$ cat src/rtl/riscv_pkg.sv
// Shared pipeline constants: instruction classes, load/store widths, access checks.
// Pure declarations and combinational helpers; no latency of its own.
// No flow control here; users apply these to their own handshakes.
package riscv_pkg;

    // Instruction classes as decoded by ID and carried through EX
    localparam logic [2:0] I_load  = 3'b000;
    localparam logic [2:0] I_logic = 3'b001;
    localparam logic [2:0] S_type  = 3'b010;
    localparam logic [2:0] R_type  = 3'b011;
    localparam logic [2:0] J_type  = 3'b100;
    localparam logic [2:0] U_type  = 3'b101;
    localparam logic [2:0] I_jump  = 3'b110;
    localparam logic [2:0] B_type  = 3'b111;

    // funct3 encodings for loads and stores
    localparam logic [2:0] F_LB  = 3'b000;
    localparam logic [2:0] F_LH  = 3'b001;
    localparam logic [2:0] F_LW  = 3'b010;
    localparam logic [2:0] F_LBU = 3'b100;
    localparam logic [2:0] F_LHU = 3'b101;
    localparam logic [2:0] F_SB  = 3'b000;
    localparam logic [2:0] F_SH  = 3'b001;
    localparam logic [2:0] F_SW  = 3'b010;

    typedef enum logic [1:0] {
        BYTE = 2'd0,
        HALF = 2'd1,
        WORD = 2'd2
    } mem_size_e;

    // Access size lives in the low two funct3 bits; bit 2 only selects unsigned loads
    function automatic mem_size_e func_size(input logic [2:0] func);
        case (func[1:0])
            2'b00:   return BYTE;
            2'b01:   return HALF;
            default: return WORD;
        endcase
    endfunction

    function automatic logic is_mem(input logic [2:0] itype);
        return (itype == I_load) || (itype == S_type);
    endfunction

    function automatic logic func_legal(input logic [2:0] itype, input logic [2:0] func);
        if (itype == I_load)
            return func inside {F_LB, F_LH, F_LW, F_LBU, F_LHU};
        else if (itype == S_type)
            return func inside {F_SB, F_SH, F_SW};
        else
            return 1'b0;
    endfunction

    function automatic logic is_aligned(input logic [2:0] func, input logic [1:0] addr_lo);
        case (func_size(func))
            HALF:    return !addr_lo[0];
            WORD:    return addr_lo == 2'b00;
            default: return 1'b1;
        endcase
    endfunction

    // True only for a load/store that will actually be sent to memory
    function automatic logic mem_op_ok(input logic [2:0] itype, input logic [2:0] func,
                                       input logic [1:0] addr_lo);
        return is_mem(itype) && func_legal(itype, func) && is_aligned(func, addr_lo);
    endfunction

    // Stores and branches never write the register file
    function automatic logic writes_rd(input logic [2:0] itype);
        return !((itype == S_type) || (itype == B_type));
    endfunction

endpackage

$ cat src/rtl/mem_load_align.sv
// Load data lane select with sign/zero extension.
// Purely combinational, zero cycles.
// No flow control; output follows rdata/address/funct3 directly.
module mem_load_align
    import riscv_pkg::*;
(
    input  logic [31:0] rdata,
    input  logic [1:0]  addr_lo,
    input  logic [2:0]  func,
    output logic [31:0] data
);

    logic [7:0]  lane_b;
    logic [15:0] lane_h;

    // Pick the addressed byte/half, then extend according to funct3 bit 2
    always_comb begin
        case (addr_lo)
            2'd0:    lane_b = rdata[7:0];
            2'd1:    lane_b = rdata[15:8];
            2'd2:    lane_b = rdata[23:16];
            default: lane_b = rdata[31:24];
        endcase
        lane_h = addr_lo[1] ? rdata[31:16] : rdata[15:0];
        case (func_size(func))
            BYTE:    data = func[2] ? {24'b0, lane_b} : {{24{lane_b[7]}}, lane_b};
            HALF:    data = func[2] ? {16'b0, lane_h} : {{16{lane_h[15]}}, lane_h};
            default: data = rdata;
        endcase
    end

endmodule

$ cat src/rtl/mem_stage.sv
// EX/MEM register, single-outstanding data-memory access and MEM/WB register.
// Latency: one edge capture->writeback, plus one edge per dmem_ready wait cycle.
// Backpressure: stall holds EX while a request waits, bounded by MAX_WAIT cycles.
module mem_stage
    import riscv_pkg::*;
#(
    parameter int unsigned MAX_WAIT        = 15,
    parameter int unsigned RESET_PC_UNUSED = 0
) (
    input  logic        clk,
    input  logic        rst,
    input  logic        ex_valid,
    input  logic [2:0]  ID_EX_type,
    input  logic [2:0]  ID_EX_func,
    input  logic [4:0]  ex_rd,
    input  logic [31:0] EX_MEM_ALUOUT,
    input  logic [31:0] MEM_WB_rs2,
    output logic        stall,
    output logic        dmem_req,
    output logic        dmem_we,
    output logic [31:0] dmem_addr,
    output logic [31:0] dmem_wdata,
    output logic [3:0]  dmem_be,
    input  logic [31:0] dmem_rdata,
    input  logic        dmem_ready,
    output logic        wb_valid,
    output logic        wb_we,
    output logic [4:0]  wb_rd,
    output logic [31:0] wb_data,
    output logic        acc_err
);

    localparam logic [0:0] S_IDLE   = 1'b0;
    localparam logic [0:0] S_ACCESS = 1'b1;

    // Reserved parameter carries no function
    if (RESET_PC_UNUSED != 0) begin : g_rsvd
    end

    logic        exm_valid_q, exm_valid_d;
    logic [2:0]  exm_type_q,  exm_type_d;
    logic [2:0]  exm_func_q,  exm_func_d;
    logic [4:0]  exm_rd_q,    exm_rd_d;
    logic [31:0] exm_alu_q,   exm_alu_d;
    logic [31:0] exm_rs2_q,   exm_rs2_d;
    logic [0:0]  state_q,     state_d;
    logic [7:0]  wait_cnt_q,  wait_cnt_d;
    logic        wb_valid_q,  wb_valid_d;
    logic        wb_we_q,     wb_we_d;
    logic [4:0]  wb_rd_q,     wb_rd_d;
    logic [31:0] wb_data_q,   wb_data_d;
    logic        acc_err_q,   acc_err_d;

    logic        access;
    logic        timeout;
    logic        is_store;
    logic [31:0] load_data;

    mem_load_align u_align (
        .rdata   (dmem_rdata),
        .addr_lo (exm_alu_q[1:0]),
        .func    (exm_func_q),
        .data    (load_data)
    );

    // Handshake control: request follows state, stall until ready or the wait budget runs out
    always_comb begin
        access   = (state_q == S_ACCESS);
        timeout  = access && !dmem_ready && (wait_cnt_q == 8'(MAX_WAIT));
        stall    = access && !dmem_ready && !timeout;
        dmem_req = access;
        is_store = (exm_type_q == S_type);
    end

    // Memory port drive: everything is zero outside ACCESS so the port is quiet when idle
    always_comb begin
        dmem_we    = access && is_store;
        dmem_addr  = access ? {exm_alu_q[31:2], 2'b00} : 32'b0;
        dmem_be    = 4'b0;
        dmem_wdata = 32'b0;
        if (access) begin
            case (func_size(exm_func_q))
                BYTE: begin
                    dmem_be    = 4'b0001 << exm_alu_q[1:0];
                    dmem_wdata = {4{exm_rs2_q[7:0]}};
                end
                HALF: begin
                    dmem_be    = 4'b0011 << exm_alu_q[1:0];
                    dmem_wdata = {2{exm_rs2_q[15:0]}};
                end
                default: begin
                    dmem_be    = 4'b1111;
                    dmem_wdata = exm_rs2_q;
                end
            endcase
            if (!is_store)
                dmem_wdata = 32'b0;
        end
    end

    // EX/MEM capture and FSM: a new instruction is taken on every non-stalled edge
    always_comb begin
        exm_valid_d = exm_valid_q;
        exm_type_d  = exm_type_q;
        exm_func_d  = exm_func_q;
        exm_rd_d    = exm_rd_q;
        exm_alu_d   = exm_alu_q;
        exm_rs2_d   = exm_rs2_q;
        state_d     = state_q;
        wait_cnt_d  = 8'd0;
        if (stall) begin
            wait_cnt_d = wait_cnt_q + 8'd1;
        end else begin
            exm_valid_d = ex_valid;
            exm_type_d  = ID_EX_type;
            exm_func_d  = ID_EX_func;
            exm_rd_d    = ex_rd;
            exm_alu_d   = EX_MEM_ALUOUT;
            exm_rs2_d   = MEM_WB_rs2;
            state_d     = (ex_valid && mem_op_ok(ID_EX_type, ID_EX_func, EX_MEM_ALUOUT[1:0]))
                          ? S_ACCESS : S_IDLE;
        end
    end

    // MEM/WB: retire EX/MEM contents on any non-stalled edge; stalled edges insert a bubble
    always_comb begin
        wb_valid_d = 1'b0;
        wb_we_d    = 1'b0;
        wb_rd_d    = 5'd0;
        wb_data_d  = 32'b0;
        acc_err_d  = 1'b0;
        if (!stall && exm_valid_q) begin
            wb_valid_d = 1'b1;
            wb_rd_d    = exm_rd_q;
            if (is_mem(exm_type_q)) begin
                if (!mem_op_ok(exm_type_q, exm_func_q, exm_alu_q[1:0]) || timeout) begin
                    acc_err_d = 1'b1;
                end else if (exm_type_q == I_load) begin
                    wb_we_d   = (exm_rd_q != 5'd0);
                    wb_data_d = load_data;
                end else begin
                    wb_data_d = exm_alu_q;
                end
            end else begin
                wb_we_d   = writes_rd(exm_type_q) && (exm_rd_q != 5'd0);
                wb_data_d = exm_alu_q;
            end
        end
    end

    // State registers with immediate reset so the request drops without a clock
    always_ff @(posedge clk or posedge rst) begin
        if (rst) begin
            exm_valid_q <= 1'b0;
            exm_type_q  <= 3'b0;
            exm_func_q  <= 3'b0;
            exm_rd_q    <= 5'd0;
            exm_alu_q   <= 32'b0;
            exm_rs2_q   <= 32'b0;
            state_q     <= S_IDLE;
            wait_cnt_q  <= 8'd0;
            wb_valid_q  <= 1'b0;
            wb_we_q     <= 1'b0;
            wb_rd_q     <= 5'd0;
            wb_data_q   <= 32'b0;
            acc_err_q   <= 1'b0;
        end else begin
            exm_valid_q <= exm_valid_d;
            exm_type_q  <= exm_type_d;
            exm_func_q  <= exm_func_d;
            exm_rd_q    <= exm_rd_d;
            exm_alu_q   <= exm_alu_d;
            exm_rs2_q   <= exm_rs2_d;
            state_q     <= state_d;
            wait_cnt_q  <= wait_cnt_d;
            wb_valid_q  <= wb_valid_d;
            wb_we_q     <= wb_we_d;
            wb_rd_q     <= wb_rd_d;
            wb_data_q   <= wb_data_d;
            acc_err_q   <= acc_err_d;
        end
    end

    assign wb_valid = wb_valid_q;
    assign wb_we    = wb_we_q;
    assign wb_rd    = wb_rd_q;
    assign wb_data  = wb_data_q;
    assign acc_err  = acc_err_q;

endmodule
$ cat config.mk
export PLATFORM = sky130hd
export DESIGN_NAME = mem_stage
export DESIGN_NICKNAME = d
export VERILOG_FILES = /design/src/rtl/riscv_pkg.sv /design/src/rtl/mem_load_align.sv /design/src/rtl/mem_stage.sv
export SDC_FILE = /design/constraint.sdc
export NUM_CORES = 1
export LEC_CHECK = 0
export ABC_AREA = 1
export CAP_MARGIN = 0
export CORE_MARGIN = 8
export CORE_UTILIZATION = 42
export CTS_CLUSTER_SIZE = 14
export DETAILED_ROUTE_END_ITERATION = 16
export GPL_TIMING_DRIVEN = 0
export PLACE_DENSITY = 0.77
export SLEW_MARGIN = 20
export SYNTH_ARGS = -nofsm -noshare
export SYNTH_HDL_FRONTEND = slang
export SYNTH_SLANG_ARGS = --single-unit
$ cat constraint.sdc
create_clock -name clk -period 4.3 [get_ports clk]
set_clock_uncertainty 0.05 [all_clocks]
set_input_delay 1.075 -clock clk [delete_from_list [all_inputs] [get_ports clk]]
set_output_delay 1.075 -clock clk [all_outputs]
set_load 0.02 [all_outputs]
# After elaboration in Yosys (flattened, before gate mapping)
# Cells that the tools add are included.
[word_totals]
ff_bits = 125
inputBits = 111
out_inout_bits = 111
[classes]
addsub = 1
eq_ne = 22
shifts = 2
muxes = 44
reduce_logical = 37
[op_table]
columns = ["operator", "n"]
rows = [
  ["two-way mux 32 bit", 9],
  ["case mux 32 bit (2 select lines)", 2],
  ["case mux 8 bit (3 select lines)", 1],
  ["two-way mux 1 bit", 19],
  ["two-way mux 16 bit", 1],
  ["equality test 3 bit, second input constant", 5],
  ["nonzero test 5 bit", 3],
  ["equality test 2 x 1 -> 1 bit, second input constant", 7],
  ["equality test 3 x 2 -> 1 bit, second input constant", 4],
  ["logical NOT 2 bit", 6],
  ["logical NOT 3 bit", 4],
  ["logical AND 1 bit", 11],
  ["adder 8 x 1 -> 8 bit, second input constant", 1],
  ["equality test 8 x 4 -> 1 bit, second input constant", 1],
  ["two-way mux 2 bit", 4],
  ["two-way mux 8 bit", 1],
  ["case mux 2 bit (2 select lines)", 2],
  ["case mux 4 bit (2 select lines)", 1],
  ["logical NOT 1 bit", 7],
  ["equality test 2 bit, second input constant", 3],
  ["equality test 3 x 1 -> 1 bit, second input constant", 2],
  ["nonzero test 3 bit", 2],
  ["two-way mux 5 bit", 1],
  ["logical OR 1 bit", 4],
  ["4 further kinds", 5],
]

# Logic depth before layout (Yosys ltp)
[logic_depth]
depth_word = 18
depth_mapped = 10
ltp_nobuf = 9

# By module
# Synthesis repeated with hierarchy kept, for this count alone.
[unflattened]
cells_unflattened = 930
area_unflattened_um2 = 6660.1
[modules_own_cells]
columns = ["module", "instances", "cells_each", "area_each_um2"]
rows = [
  ["mem_stage", 1, 774, 5931.9],
  ["mem_load_align", 1, 156, 728.2],
]

# Worst setup path before layout
# Ideal clock, no wire load.
[synth_path]
path_type = "input -> output"
startpoint = "in dmem_ready"
endpoint = "out stall"
arrival_ns = 1.729
required_ns = 3.175
slack_ns = 1.446
cell_stages = 5
cell_sequence = "nor2_2 > nand2_2 > buf_4 > inv_2 > buf_2"
[synth_via]
elab_chain_len = 5
[synth_lines]
columns = ["element", "line", "rtl"]
rows = [
  ["from (decl)", "mem_stage.sv:25", "input logic dmem_ready,"],
  ["logical NOT 1 bit *", "mem_stage.sv:69, mem_stage.sv:70", ""],
  ["logical AND 1 bit *", "mem_stage.sv:69, mem_stage.sv:70", ""],
  ["logical AND 1 bit", "mem_stage.sv:69", "timeout = access && !dmem_ready && (wait_cnt_q == 8'(MAX_WAIT));"],
  ["logical NOT 1 bit", "mem_stage.sv:70", "stall = access && !dmem_ready && !timeout;"],
  ["logical AND 1 bit *", "mem_stage.sv:70", ""],
  ["to (decl)", "mem_stage.sv:18", "output logic stall,"],
]
# Every way passes the cells marked *; elsewhere a longest branch is shown, timed or not.

# Final worst setup path
# Same ends and word-level chain as after synthesis.

==> results.md <==
* Seq cells post-synth: 125
* count of cells along the worst hold path: 2
* number of buffers inserted by post-CTS setup repair: 0
* ant diodes: 0
* main area contributors after synthesis: dfrtp_1, nand2_1, o21ai_0
* leakage power: 4.696 nW
* H-Tree Depth: 4
* transition time at the pin with the least slew margin: 720.3 ps
* area of the core: 15,660 um2
* initial antenna violation count: 0
* startpoint of the worst register-to-register path: wait_cnt_q[0]$_DFF_PP0_
* run status: complete, no violations
* first-pass iteration count of the detailed router: 5
* Fin. Hold Viols: 0
* share of final-layout standard cells stronger than drive strength 1: 0.1102
* count of boundary I/O pins: 222
* required time reported for the critical path endpoint: 3170 ps
* power per cell area: 335.7 nW/um2
* sum of net half-perimeters after detailed placement: 18,360 um
* kind of end point of the critical path: output pin
* Worst Path Class, Setup: primary input to output pin
* cell row count: 46
* Final Cell Area: 9704 um2
* worst setup slack for register-to-register paths: 2430 ps
* ranking of synthesized cells by instance count: nand2_1, dfrtp_1, nor2_1
* TritonCTS clock tree: done
* count of antenna-violating nets left after detailed routing: 0
* number of standard cells after synthesis: 880
* Clock Latency Late Sink: 410 ps
* mean post-synth cell area: 7.521 um2
* number of hold buffers added after CTS: 0
* most common cell in the synthesized netlist: nand2_1
* share of synthesized registers carrying an async set or reset: 1.000
* unrepaired setup endpoints after global routing: false
* Setup violations, final: 0
* first-iteration detailed-routing DRC count: 556
* wire length of the first global-routing pass: 36,570 um
* class of the most critical hold timing path: register to register
* nets: 1,234
* global route total overflow: 0
* Final Routed Wirelength: 23,400 um
* number of warnings printed during yosys synthesis: 0
* area share of the largest cell type after synthesis: 0.4726
* top cell type by total area after synthesis: dfrtp_1
* Post-route DRC: 0
* Netlist cell types: 38
* Wirelength per Cell: 17.33 um
* share of synthesized area occupied by flip-flops and latches: 0.4726
* vias per cell: 5.014
* sink of the worst hold path: exm_rs2_q[16]$_DFFE_PP0N_
* area growth from synthesis to final layout: 46.62%
* port bufs: 219
* total negative slack: 0 ps
* pin count of the biggest net entering global routing: 35
* Critical Path Start Type: primary input
* Max clock buf depth: 2
* pins over their slew limit: 0
* largest vdd supply drop: 0.2969 mV
* Post-Layout Cell Count: 1,350
* number of filler cells placed in the layout: 1,424
* number of flops mapped to enable cells by yosys: 0
* RePlAce Congestion: 0.9659
* Horiz. Die Dim: 141.5 um
* area of the multi-input gates: 2818 um2
* min-delay src: exm_rs2_q[16]$_DFFE_PP0N_
* Primary FF master, synth: dfrtp_1
* number of placed instances, taps included: 1,319
* floorplan die height: 141.5 um
* R2R depth: 8
* clock net sink count: 125
* Max Clock Freq: 0.2423 GHz
* fraction of the cycle the final worst path needs: 0.9599
* standard cell area after detailed placement: 9149 um2
* Final Power: 3.257 mW
* largest fanout of any net on the critical path: 10
* count of instances resized after the clock tree is built: 0
* number of max-capacitance violations reported: 0
* clk root buf: clkbuf_16
* data arrival time of the worst path: 3000 ps
* reg-to-reg critical path endpoint: wb_data[12]$_DFF_PP0_
* vias in the first global route: 6,916
* register cell area after layout: 3128 um2
* vias post-DR: 6,769
* DIE AREA: 20,030 um2
* Reg clk slew, reported paths: 50 ps
* Final Critical Period: 4127 ps
* post-synthesis instance area: 6619 um2
* Inserted Clock Buffers: 17
* tightest slew margin relative to the limit: 0.5188
* Tot GR Track Use: 0.2345
* initial standard-cell utilization of the core: 0.4228
critical path, cell delays in order:
cell             delay [ps]
clkdlybuf4s50_1         450
nor2_2                  170
nand2_2                 100
buf_4                   180
inv_2                   130
buf_2                   240
clkdlybuf4s50_1         650
how the worst max path moves through the flow:
stage          startpoint    end  slack, ps  cells after the start
6_report       dmem_ready  stall        170                      7
5_1_grt        dmem_ready  stall         90                      7
4_1_cts        dmem_ready  stall        170                      7
3_5_place_dp   dmem_ready  stall        170                      7
3_3_place_gp   dmem_ready  stall        180                      7
2_1_floorplan  dmem_ready  stall       1450                      5
cells in the final DEF (no fill, tap or decap), drive strengths merged, types with 16 or more instances in the layout:
cell	instances
a21oi	72
buf	42
clkbuf	36
clkdlybuf4s50	219
dfrtp	125
inv	106
nand2	258
nand3	16
nor2	106
o21ai	92
or2	18
per-stage QoR:
stage	hold WS, ps	utilization	setup WS (ps)
after floorplan	392.2	-	1446
after global placement	405.8	0.5806	178.1
after detailed placement	408.8	0.5844	172.5
after CTS	422.0	0.6199	168.4
after global routing	442.0	0.6199	94.21
final	423.1	0.6199	172.5
area by class of cell:
| type | instances | share of cell area |
|---|---|---|
| Multi-Input combinational cell | 598 | 0.2904 |
| Buffer | 50 | 0.02772 |
| Tap cell | 216 | 0.02785 |
| Clock inverter | 6 | 0.006189 |
| Inverter | 108 | 0.04242 |
| Timing Repair Buffer | 222 | 0.2321 |
| Sequential cell | 125 | 0.3223 |
| Clock buffer | 25 | 0.05106 |
power breakdown:
| part | total [mW] | switching, mW | internal, mW | leakage (nW) |
|---|---|---|---|---|
| sequential | 1.30 | 0.0435 | 1.26 | 1.54 |
| clock | 1.35 | 0.504 | 0.849 | 0.269 |
| combinational | 0.605 | 0.338 | 0.267 | 2.89 |
| total | 3.26 | 0.885 | 2.37 | 4.70 |
per-layer routing:
layer | global-route usage | vias to the layer above | wire length (um)
li1 | - | 3256 | -
met1 | 0.2850 | 3161 | 9698
met2 | 0.3768 | 309 | 10620
met3 | 0.08938 | 43 | 2480
met4 | 0.07518 | 0 | 599
met5 | 0 | - | 0
kinds of logic after synthesis:
family / count (synthesis) / share of synthesized area
XOR/XNOR: 1 / 0.001323
AND/OR/NAND/NOR: 413 / 0.2641
flip-flops: 125 / 0.4726
other: 1 / 0.0005666
buffers and inverters: 158 / 0.1023
adder cells (fa/ha/maj): 1 / 0.001890
AO/OA/AOI/OAI: 181 / 0.1573
flip-flops by register name, summed over array words and instances (netlist names):
| register | cells |
|---|---|
| exm_type_q | 3 |
| wb_rd | 5 |
| exm_valid_q | 1 |
| exm_alu_q | 32 |
| wb_valid | 1 |
| wb_data | 32 |
| acc_err | 1 |
| wb_we | 1 |
| exm_func_q | 3 |
| dmem_req | 1 |
| exm_rs2_q | 32 |
| exm_rd_q | 5 |
| wait_cnt_q | 8 |
Note: power is estimated with default switching activity, not from simulation.
